File: src/rtl/branch_resolve_unit_pkg.sv
// Shared CPU definitions: ALU opcode encoding, branch FSM states and
// the branch-condition helper used by the resolve unit.
package cpu_pkg;

  typedef enum logic [3:0] {
    ADD = 4'b0000,
    SUB = 4'b0001,
    AND = 4'b0010,
    ORR = 4'b0011,
    LSL = 4'b0100,
    CMP = 4'b0101,
    SET = 4'b0110,
    LDR = 4'b0111,
    STR = 4'b1000,
    B   = 4'b1001,
    BEQ = 4'b1010,
    BGE = 4'b1011,
    NOP = 4'b1100
  } alu_op_t;

  typedef enum logic {
    IDLE  = 1'b0,
    FLUSH = 1'b1
  } br_state_t;

  // Conditions read the architectural (registered) flags, never the live ALU flags.
  function automatic logic branch_taken(alu_op_t op, logic z, logic n);
    logic taken;
    taken = 1'b0;
    case (op)
      B:       taken = 1'b1;
      BEQ:     taken = z;
      BGE:     taken = ~n;
      default: taken = 1'b0;
    endcase
    return taken;
  endfunction

endpackage

File: src/rtl/branch_resolve_unit_flush_ctrl.sv
// Flush sequencer: holds the pipeline squash for FLUSH_CYCLES unstalled
// cycles after a taken branch; busy blocks new branch evaluation meanwhile.
module flush_ctrl
  import cpu_pkg::*;
#(
  parameter int FLUSH_CYCLES = 2
) (
  input  logic clk,
  input  logic rst_n,
  input  logic start,
  input  logic stall,
  output logic flush_active,
  output logic busy
);

  localparam int CW = (FLUSH_CYCLES > 1) ? $clog2(FLUSH_CYCLES) : 1;

  br_state_t     state;
  br_state_t     state_nx;
  logic [CW-1:0] cnt;
  logic [CW-1:0] cnt_nx;

  always_ff @(posedge clk or negedge rst_n) begin
    if (!rst_n) begin
      state <= IDLE;
      cnt   <= '0;
    end else begin
      state <= state_nx;
      cnt   <= cnt_nx;
    end
  end

  // A stalled cycle never advances the state or the counter.
  always_comb begin
    state_nx = state;
    cnt_nx   = cnt;
    if (!stall) begin
      case (state)
        IDLE: begin
          if (start) begin
            state_nx = FLUSH;
            cnt_nx   = CW'(FLUSH_CYCLES - 1);
          end
        end
        FLUSH: begin
          if (cnt == '0) state_nx = IDLE;
          else           cnt_nx   = cnt - CW'(1);
        end
        default: state_nx = IDLE;
      endcase
    end
  end

  always_comb begin
    flush_active = (state == FLUSH);
    busy         = (state == FLUSH);
  end

endmodule

File: src/rtl/branch_resolve_unit.sv
// Resolves B/BEQ/BGE against the CMP-written flags, issues a registered PC
// redirect, drives the IF/ID and ID/EX flushes and counts taken branches.
module branch_resolve_unit
  import cpu_pkg::*;
#(
  parameter int DATA_W       = 16,
  parameter int FLUSH_CYCLES = 2,
  parameter int CNT_W        = 16
) (
  input  logic              clk,
  input  logic              rst_n,
  input  logic              stall,
  input  logic              valid_ex,
  input  logic [3:0]        op_ex,
  input  logic              zero_ex,
  input  logic              negative_ex,
  input  logic [DATA_W-1:0] target_ex,
  output logic              pc_redirect,
  output logic [DATA_W-1:0] pc_target,
  output logic              flush_if_id,
  output logic              flush_id_ex,
  output logic              flag_z,
  output logic              flag_n,
  output logic [CNT_W-1:0]  taken_cnt
);

  alu_op_t op;
  logic    busy;
  logic    flush_active;
  logic    accept;
  logic    take;

  assign op = alu_op_t'(op_ex);

  // Ops arriving while a flush is in progress are wrong-path and never accepted.
  assign accept = valid_ex & ~stall & ~busy;
  assign take   = accept & branch_taken(op, flag_z, flag_n);

  flush_ctrl #(
    .FLUSH_CYCLES (FLUSH_CYCLES)
  ) u_flush_ctrl (
    .clk          (clk),
    .rst_n        (rst_n),
    .start        (take),
    .stall        (stall),
    .flush_active (flush_active),
    .busy         (busy)
  );

  assign flush_if_id = flush_active;
  assign flush_id_ex = flush_active;

  always_ff @(posedge clk or negedge rst_n) begin
    if (!rst_n) begin
      flag_z <= 1'b0;
      flag_n <= 1'b0;
    end else if (accept && op == CMP) begin
      flag_z <= zero_ex;
      flag_n <= negative_ex;
    end
  end

  // The redirect pulse clears on the first unstalled edge after it was raised.
  always_ff @(posedge clk or negedge rst_n) begin
    if (!rst_n) begin
      pc_redirect <= 1'b0;
      pc_target   <= '0;
      taken_cnt   <= '0;
    end else if (!stall) begin
      pc_redirect <= take;
      if (take) begin
        pc_target <= target_ex;
        if (taken_cnt != '1) taken_cnt <= taken_cnt + CNT_W'(1);
      end
    end
  end

endmodule

File: config.mk
export PLATFORM = sky130hd
export DESIGN_NAME = branch_resolve_unit
export DESIGN_NICKNAME = d
export VERILOG_FILES = /design/src/rtl/branch_resolve_unit_pkg.sv /design/src/rtl/branch_resolve_unit_flush_ctrl.sv /design/src/rtl/branch_resolve_unit.sv
export SDC_FILE = /design/constraint.sdc
export NUM_CORES = 1
export LEC_CHECK = 0
export CAP_MARGIN = 20
export CORE_ASPECT_RATIO = 0.6
export CORE_UTILIZATION = 46
export CTS_CLUSTER_SIZE = 10
export DETAILED_ROUTE_END_ITERATION = 10
export PLACE_DENSITY = 0.9
export SLEW_MARGIN = 20
export SYNTH_ARGS = -nofsm -noshare
export SYNTH_HDL_FRONTEND = slang
export SYNTH_SLANG_ARGS = --single-unit
export TNS_END_PERCENT = 1
File: constraint.sdc
create_clock -name clk -period 5.1 [get_ports clk]
set_clock_uncertainty 0.15 [all_clocks]
set_input_delay 1.53 -clock clk [delete_from_list [all_inputs] [get_ports clk]]
set_output_delay 1.53 -clock clk [all_outputs]
set_load 0.02 [all_outputs]
==> results of run 1 <==
## cells in the final DEF, fill, tap and decap left out, drive strengths merged
cell and count:
or2b 1, nor3b 1, nor2 6, clkbuf 7
and4b 1, a21o 2, or2 1, or3 1
nand4 9, xor2 4, nand2b 1, nor3 2
o21ai 3, nor4 1, nand2 12, buf 1
and2 1, a21oi 1, nand3 3, inv 1
o41ai 1, dfrtp 37, mux2 19, ha 1
nor2b 1, clkdlybuf4s50 61, and3 2, xnor2 9
a21boi 1
## routing by layer
metal	vias up	GRT usage (%)	wire, um
met2	56	33.0	1660
met5	-	0	0
met4	0	11.1	24
met1	606	23.3	1570
li1	567	-	-
met3	3	7.62	282
## where the power goes
| group | switching (mW) | leakage [nW] | internal, mW |
|---|---|---|---|
| combinational | 0.110 | 0.458 | 0.137 |
| clock | 0.0956 | 0.0443 | 0.107 |
| sequential | 0.0378 | 0.482 | 0.344 |
## area by class of cell
cell class                 instances  area (um^2)  area share [%]
sequential                        37          926            39.3
clock buffer                       7         86.3            3.67
multi-input combinational         84          666            28.3
tap                               45         56.3            2.39
timing repair buffer              62          616            26.2
inverter                           1         3.75           0.159
## cells by family after synthesis
logic type / count (synthesis) / synth area share (%)
buf+inv: 4 / 1.85
flops: 37 / 57.1
compound gates: 8 / 5.01
xor+xnor: 13 / 7.02
simple gates: 43 / 15.0
fa+ha+maj: 1 / 0.771
mux: 19 / 13.2
## registers in the layout, summed over array words and instances (netlist names)
signal             cells
flag_z                 1
pc_redirect            1
flag_n                 1
taken_cnt             16
u_flush_ctrl.busy      1
u_flush_ctrl.cnt       1
pc_target             16
## how the worst max path moves through the flow
| stage | depth (start not counted) | startpoint | to | slack, ps |
|---|---|---|---|---|
| final | 6 | stall | taken_cnt[12]$_DFFE_PN0P_ | 1690 |
| after detailed placement | 6 | stall | taken_cnt[6]$_DFFE_PN0P_ | 1410 |
| after global routing | 6 | stall | taken_cnt[12]$_DFFE_PN0P_ | 1630 |
| after global placement | 6 | stall | taken_cnt[6]$_DFFE_PN0P_ | 1490 |
| after floorplan | 5 | stall | pc_target[1]$_DFFE_PN0P_ | 2220 |
| after CTS | 6 | stall | taken_cnt[12]$_DFFE_PN0P_ | 1710 |
==> key figures, run 1 <==
Status
  – Run status: completed

Power and ir drop
  – Maximum VDD drop: around 210 uV
  – P per Cell Area: 353 mW/mm^2
  – Leakage power: 0.984 nW
  – PnR Total Power: 0.831 mW

Placement
  – Dpl hpwl: 2.61 mm
  – Placed Area: 0.00227 mm^2
  – Dpl cells: 229
  – I/O Buffers: 62
  – RePlAce Congestion: 0.772
  – DP Worst Slack: ~1400 ps

Worst setup path
  – Cell family with most CP delay: simple AND/OR/NAND/NOR gates
  – Critical Path RT: 5120 ps
  – Critical Path Max Stage Delay: slightly below 500 ps
  – Slowest cell on crit path: and4b_4
  – FF-to-FF Start: u_flush_ctrl.busy$_DFFE_PN0N_
  – Cells on worst reg2reg path: 5
  – Crit path launch type: primary input
  – Flop2flop setup slack: approximately 3000 ps
  – Setup crit end kind: flip-flop
  – CP Cell Sequence: clkdlybuf4s50_1, nor3b_2, and4b_4, nand2_1, nor2_1, mux2_2
  – CP bufs+invs: 1
  – Arrival @ worst endpoint: 3430 ps
  – Crit Path Class: primary input to flip-flop
  – Crit path max fanout: 22
  – FF-to-FF End: taken_cnt[12]$_DFFE_PN0P_

Floorplan
  – Die Ht: between 40 and 50 um
  – Full die area: 0.00377 mm^2
  – I/O pins: 63
  – Row cnt: 16
  – Starting density of the core: 49.1%
  – Die X: 78.7 um
  – Core ar.: 0.00330 mm^2

Global route
  – Total gr overflow: 0
  – GRT Overall Usage: 19.9%
  – Largest net degree at the start of global routing: 38
  – Vias in the first global route: 1,233
  – Antenna violations before repair: 0
  – First-pass GRT wire length: 5.35 mm

STA
  – Fin crit share: 66.8%
  – Setup violations, final: 0
  – Max-Slew Margin vs Limit: ~47%
  – RSZ-0062 raised after global routing: false
  – Setup TNS: 0 ps
  – Final hold viol count: 0
  – Worst hold slack: 326 ps
  – Min Tclk post-route: around 3400 ps
  – Slew Limit Fails: 0
  – Achievable Freq: 293 MHz
  – Slack of the critical path: roughly 1700 ps
  – Worst-Margin Slew: 792 ps

Yosys
  – Sequential fraction of the synthesis area: 57.1%
  – Post-synth EDFFs: 0
  – Synth top cells by count: dfrtp_1, mux2_2, nand2_1
  – Synth top area cells: dfrtp_1, mux2_2, xnor2_1
  – Synth cell types: 29
  – Cells after synthesis: 125
  – Main synth FF type: dfrtp_1
  – Synth top area share: 57.1%
  – Synthesized area per cell: 13.0 um^2
  – Asr flop ratio synth: 100%
  – Mapped cell area: 0.00162 mm^2
  – Syn nets: 152
  – Synth Register Bits: 37
  – Leading area contributor after synthesis: dfrtp_1
  – YS warnings: 0
  – Most frequent cell after synthesis: dfrtp_1

CTS
  – CTS Hold Buffers Added: 0
  – Max clock buf depth: 2
  – Clock slew at reported path FFs: ~70 ps
  – CTS Sinks: 37
  – TritonCTS buffer count: 5
  – CTS tree: built
  – Resized Gates After CTS: 0
  – Post-CTS Setup Bufs: 0
  – Worst skew pair latency: 290 ps
  – Root Driver: clkbuf_8
  – H-tree depth: 2

Route
  – Residual DRC: 0
  – DRT Pass-1 Iters: 4
  – Antenna Nets Post-Route: 0
  – Via count: between 1,000 and 1,500
  – Avg Vias per Cell: 5.22
  – Initial DRC Count: 29
  – Overall routed net length: 3.53 mm
  – DR WL/cell: 15.0 um

Worst hold path
  – Hold wc startpoint: u_flush_ctrl.cnt$_DFFE_PN0P_
  – Hold EP: u_flush_ctrl.cnt$_DFFE_PN0P_
  – HP Class: flip-flop to flip-flop
  – Worst Hold Depth: 1

Cells and area
  – Area added between synthesis and finish: 45.1%
  – Fillers: about 240
  – Final net count: between 200 and 250
  – Final instance area: 0.00235 mm^2
  – Finished Layout Cells: 236
  – Core Util, Final: 71.3%
  – Layout cells sized above 1: 16.8%
  – ANT cells: 0

Job
  – Max-Cap Viols: 0
No activity file was read; power rests on OpenSTA's default activity.
==> inputs of run 2 (changes only) <==
CORE_UTILIZATION = 39   (was 46)
PLACE_DENSITY = 0.82   (was 0.9)
clock period = 2.9 ns   (was 5.1 ns; I/O delays follow)
==> key figures, run 2 (same netlist as run 1, synthesis figures left out) <==
Status
  – Run status: completed

Cells and area
  – Finished Layout Cells: 241 (+2.1%)
  – Most common cell after layout, fill and taps aside: clkdlybuf4s50_1
  – Regs by FF count: pc_target x16, taken_cnt x16
  – Final net count: 220 (+0.92%)
  – Layout cells sized above 1: 17.5% (+0.77 points)
  – Commonest non-fill, non-tap cells in the layout: clkdlybuf4s50_1, dfrtp_1, mux2_2
  – Area added between synthesis and finish: 48.4%
  – Final instance area: 0.00241 mm^2 (+2.2%)
  – ANT cells: 0 (unchanged)

Floorplan
  – Die Ht: 51.9 um (+8.2%)
  – I/O pins: 63 (unchanged)
  – Core ar.: 0.00383 mm^2 (+16%)
  – Row cnt: 17 (+1)
  – Die X: 85.2 um (+8.4%)
  – Starting density of the core: 42.4% (-6.7 points)
  – Full die area: 0.00443 mm^2 (+17%)

Placement
  – Placed Area: 0.00229 mm^2 (+0.99%)
  – RePlAce Congestion: 0.849 (+10%)
  – Dpl hpwl: 2.97 mm (+14%)
  – I/O Buffers: 62 (unchanged)
  – DP Worst Slack: 30.3 ps (-1380 ps)
  – Dpl cells: 233 (+1.7%)

CTS
  – H-tree depth: 2 (unchanged)
  – CTS tree: built
  – Max clock buf depth: 2 (unchanged)
  – Clock slew at reported path FFs: 70 ps (about the same)
  – Post-CTS Setup Bufs: 0 (unchanged)
  – TritonCTS buffer count: 5 (unchanged)
  – CTS Hold Buffers Added: 0 (unchanged)
  – Worst skew pair latency: 290 ps (about the same)
  – Root Driver: clkbuf_8
  – CTS Sinks: 37 (unchanged)
  – Resized Gates After CTS: 0 (unchanged)

Worst setup path
  – Cell family with most CP delay: simple AND/OR/NAND/NOR gates
  – Setup crit end kind: flip-flop
  – Arrival @ worst endpoint: 2580 ps (-850 ps)
  – Crit Path Class: primary input to flip-flop
  – Crit path max fanout: 10 (-55%)
  – CP Cell Sequence: clkdlybuf4s50_1, nor3b_2, and4b_4, nand2_1, nor2_1, mux2_2
  – Crit path launch type: primary input
  – Critical Path RT: 2930 ps (-2190 ps)
  – CP bufs+invs: 1 (unchanged)
  – Critical Path Max Stage Delay: 480 ps (about the same)
  – Slowest cell on crit path: clkdlybuf4s50_1

Power and ir drop
  – Maximum VDD drop: 377 uV (+76%)
  – P per Cell Area: 651 mW/mm^2 (+84%)
  – PnR Total Power: 1.57 mW (+89%)
  – Leakage power: 1.01 nW (+2.5%)

Route
  – Avg Vias per Cell: 5.02 (-3.9%)
  – DRT Pass-1 Iters: 4 (unchanged)
  – Residual DRC: 0 (unchanged)
  – DR WL/cell: 15.8 um (+5.6%)
  – Initial DRC Count: 36 (+24%)
  – Antenna Nets Post-Route: 0 (unchanged)
  – Overall routed net length: 3.81 mm (+7.9%)
  – Via count: 1,209 (-1.9%)

Global route
  – Total gr overflow: 0 (unchanged)
  – GRT Overall Usage: 19.1% (-0.78 points)
  – Vias in the first global route: 1,303 (+5.7%)
  – Largest net degree at the start of global routing: 38 (unchanged)
  – Antenna violations before repair: 0 (unchanged)
  – First-pass GRT wire length: 6.26 mm (+17%)

STA
  – RSZ-0062 raised after global routing: false
  – Final hold viol count: 0 (unchanged)
  – Fin crit share: 88.1%
  – Max-Slew Margin vs Limit: 70.1% (+23 points)
  – Min Tclk post-route: 2550 ps
  – Achievable Freq: 392 MHz
  – Slack of the critical path: 346 ps (-1350 ps)
  – Slew Limit Fails: 0 (unchanged)
  – Setup TNS: 0 ps (unchanged)
  – Setup violations, final: 0 (unchanged)
  – Worst-Margin Slew: 449 ps (-342 ps)

Worst hold path
  – HP Class: flip-flop to flip-flop

Job
  – Max-Cap Viols: 0 (unchanged)
run 2: metrics by stage:
step	utilization [%]	hold WS, ps
CTS	62.8	343
global route	62.8	379
floorplan	-	294
global placement	59.8	315
detailed placement	59.8	326
finish	62.8	341
run 2: power breakdown:
group	internal, mW	leakage, nW	switching, mW
combinational	0.241	0.469	0.197
sequential	0.605	0.482	0.0634
clock	0.280	0.0585	0.181
run 2: layout make-up:
cell class                      count  area, um^2
Fill cell                         293        1420
Sequential cell                    37         926
Multi-Input combinational cell     84         666
Timing Repair Buffer               64         636
Clock buffer                        7        86.3
Tap cell                           47        58.8
Clock inverter                      1        30.0
Inverter                            1        3.75
run 2: metal layers:
| layer | GRT usage [%] | routed length, um | vias up |
|---|---|---|---|
| li1 | - | - | 576 |
| met5 | 0 | 0 | - |
| met4 | 11.0 | 114 | 0 |
| met2 | 31.6 | 1800 | 33 |
| met3 | 4.60 | 143 | 10 |
| met1 | 23.3 | 1750 | 590 |
run 2: worst register-to-register path: stages (launching register included):
cell and delay (ps):
dfrtp_1 410, ha_1 210, nand4_1 190, nor2_1 260
nand2_1 180, nor2_1 140, mux2_2 340
run 2: final timing paths:
kind	slack, ps	depth (start not counted)	endpoint	startpoint
max	350	6	taken_cnt[12]$_DFFE_PN0P_	stall
min	340	1	pc_redirect$_DFFE_PN0N_	pc_redirect$_DFFE_PN0N_
max reg2reg	920	6	taken_cnt[12]$_DFFE_PN0P_	taken_cnt[0]$_DFFE_PN0P_
min reg2reg	340	1	pc_redirect$_DFFE_PN0N_	pc_redirect$_DFFE_PN0N_
max in group asynchronous	1440	2	taken_cnt[1]$_DFFE_PN0P_	rst_n
min in group asynchronous	830	2	pc_target[7]$_DFFE_PN0P_	rst_n
==> inputs of run 3 (changes only) <==
--- a/config.mk
+++ b/config.mk
@@ -6,5 +6,5 @@
 export NUM_CORES = 1
 export LEC_CHECK = 0
-export CAP_MARGIN = 20
+export CAP_MARGIN = 15
 export CORE_ASPECT_RATIO = 0.6
 export CORE_UTILIZATION = 39
--- a/constraint.sdc
+++ b/constraint.sdc
@@ -3,3 +3,3 @@
 set_input_delay 0.87 -clock clk [delete_from_list [all_inputs] [get_ports clk]]
 set_output_delay 0.87 -clock clk [all_outputs]
-set_load 0.02 [all_outputs]
+set_load 0.1 [all_outputs]
==> key figures, run 3 (same netlist as run 1, synthesis figures left out) <==
Placement
  – I/O Buffers: 62 (unchanged)
  – Dpl cells: 233 (unchanged)
  – Dpl hpwl: 3.03 mm (+2.1%)
  – RePlAce Congestion: 0.842 (-0.81%)

Global route
  – Met2 Usage GRT: 32.1% (+0.54 points)
  – Antenna violations before repair: 0 (unchanged)
  – First-pass GRT wire length: 6.15 mm (-1.7%)
  – Vias in the first global route: 1,249 (-4.1%)
  – Total gr overflow: 0 (unchanged)
  – GRT Overall Usage: 19.1% (+0.050 points)
  – GRT Max-Usage Layer: met2
  – M3 GR Usage: 6.67% (+2.1 points)
  – M1 GR Usage: 22.6% (-0.77 points)
  – Largest net degree at the start of global routing: 38 (unchanged)

Power and ir drop
  – P per Cell Area: 914 mW/mm^2 (+40%)
  – Leakage power: 1.08 nW (+6.8%)
  – Maximum VDD drop: 406 uV (+7.5%)

STA
  – Max-Slew Margin vs Limit: 68.8% (-1.3 points)
  – Setup violations, final: 0 (unchanged)
  – Final hold viol count: 0 (unchanged)
  – Min Tclk post-route: 2560 ps (+5.21 ps)
  – Slew Limit Fails: 0 (unchanged)
  – Achievable Freq: 391 MHz (-0.20%)
  – Worst-Margin Slew: 466 ps (+17.2 ps)
  – RSZ-0062 raised after global routing: false
  – Setup TNS: 0 ps (unchanged)
  – Fin crit share: 88.3% (+0.18 points)

Worst setup path
  – Critical Path RT: 2930 ps (about the same)
  – Crit path max fanout: 10 (unchanged)
  – Crit path launch type: primary input
  – Setup crit end kind: flip-flop
  – Crit Path Class: primary input to flip-flop
  – Arrival @ worst endpoint: 2590 ps (about the same)

Cells and area
  – Finished Layout Cells: 241 (unchanged)
  – Final net count: 220 (unchanged)
  – Layout cells sized above 1: 37.1% (+20 points)
  – Area added between synthesis and finish: 43.8%
  – ANT cells: 0 (unchanged)
  – Commonest non-fill, non-tap cells in the layout: buf_4, dfrtp_1, clkdlybuf4s50_1
  – Fillers: 291 (-0.68%)
  – Regs by FF count: pc_target x16, taken_cnt x16
  – Most common cell after layout, fill and taps aside: buf_4

CTS
  – Post-CTS Setup Bufs: 0 (unchanged)
  – Clock slew at reported path FFs: 70 ps (about the same)
  – CTS Sinks: 37 (unchanged)
  – Resized Gates After CTS: 0 (unchanged)
  – Worst skew pair latency: 300 ps (about the same)
  – CTS Hold Buffers Added: 0 (unchanged)
  – TritonCTS buffer count: 5 (unchanged)
  – CTS tree: built
  – Root Driver: clkbuf_8
  – Max clock buf depth: 2 (unchanged)
  – H-tree depth: 2 (unchanged)

Route
  – DR WL/cell: 16.3 um (+3.0%)
  – Via count: 1,220 (+0.91%)
  – Residual DRC: 0 (unchanged)
  – Initial DRC Count: 64 (+78%)
  – Avg Vias per Cell: 5.06 (+0.91%)
  – Antenna Nets Post-Route: 0 (unchanged)
  – Overall routed net length: 3.93 mm (+3.0%)
  – DRT Pass-1 Iters: 5 (+1)

Floorplan
  – I/O pins: 63 (unchanged)
  – Die X: 85.2 um (unchanged)
  – Full die area: 0.00443 mm^2 (unchanged)
  – Core ar.: 0.00383 mm^2 (unchanged)
  – Die Ht: 51.9 um (unchanged)
  – Starting density of the core: 42.4% (unchanged)
  – Row cnt: 17 (unchanged)

Worst hold path
  – HP Class: flip-flop to flip-flop

Job
  – Max-Cap Viols: 0 (unchanged)

Status
  – Run status: completed
## run 3: layout make-up
type / instances / area, um^2 / area share (%)
Sequential cell: 37 / 926 / 39.7
Tap cell: 47 / 58.8 / 2.52
Multi-Input combinational cell: 84 / 666 / 28.6
Clock buffer: 5 / 68.8 / 2.95
Clock inverter: 3 / 65.1 / 2.79
Inverter: 1 / 3.75 / 0.161
Timing Repair Buffer: 64 / 543 / 23.3
## run 3: worst max-delay path, cell delays in order
cell and delay (ps):
clkdlybuf4s50_1 480, nor3b_2 230, and4b_4 370, o41ai_4 150, or3_1 360, xnor2_1 130
## run 3: metrics by stage
step | cell area [um^2] | utilization, % | hold slack [ps] | power (mW) | setup slack, ps
after floorplan | 1620 | - | 294 | 1.39 | 311
after global placement | 2200 | 57.4 | 313 | 1.60 | 154
after detailed placement | 2200 | 57.4 | 321 | 1.62 | 26.1
after CTS | 2330 | 60.9 | 341 | 2.14 | 334
after global routing | 2330 | 60.9 | 364 | 2.21 | 245
final | 2330 | 60.9 | 341 | 2.13 | 341
## run 3: path summary, 6_finish.rpt
check,from,end,slack [ps],cells past startpoint
setup / recovery,stall,taken_cnt[6]$_DFFE_PN0P_,340,6
hold / removal,u_flush_ctrl.cnt$_DFFE_PN0P_,u_flush_ctrl.cnt$_DFFE_PN0P_,340,1
setup reg to reg,taken_cnt[0]$_DFFE_PN0P_,taken_cnt[12]$_DFFE_PN0P_,840,6
hold reg to reg,u_flush_ctrl.cnt$_DFFE_PN0P_,u_flush_ctrl.cnt$_DFFE_PN0P_,340,1
max in group asynchronous,rst_n,taken_cnt[2]$_DFFE_PN0P_,1420,2
min in group asynchronous,rst_n,pc_target[0]$_DFFE_PN0P_,850,2
## run 3: per-layer routing
layer / part of all wire, % / up-vias
met5: 0 / -
met4: 1.4 / 0
met3: 4.9 / 6
met2: 49 / 31
met1: 44 / 610
li1: - / 573
## run 3: report_power, final
part | internal, mW | leakage, nW | switching [mW]
sequential | 0.604 | 0.482 | 0.0652
clock | 0.341 | 0.0681 | 0.185
combinational | 0.207 | 0.527 | 0.728
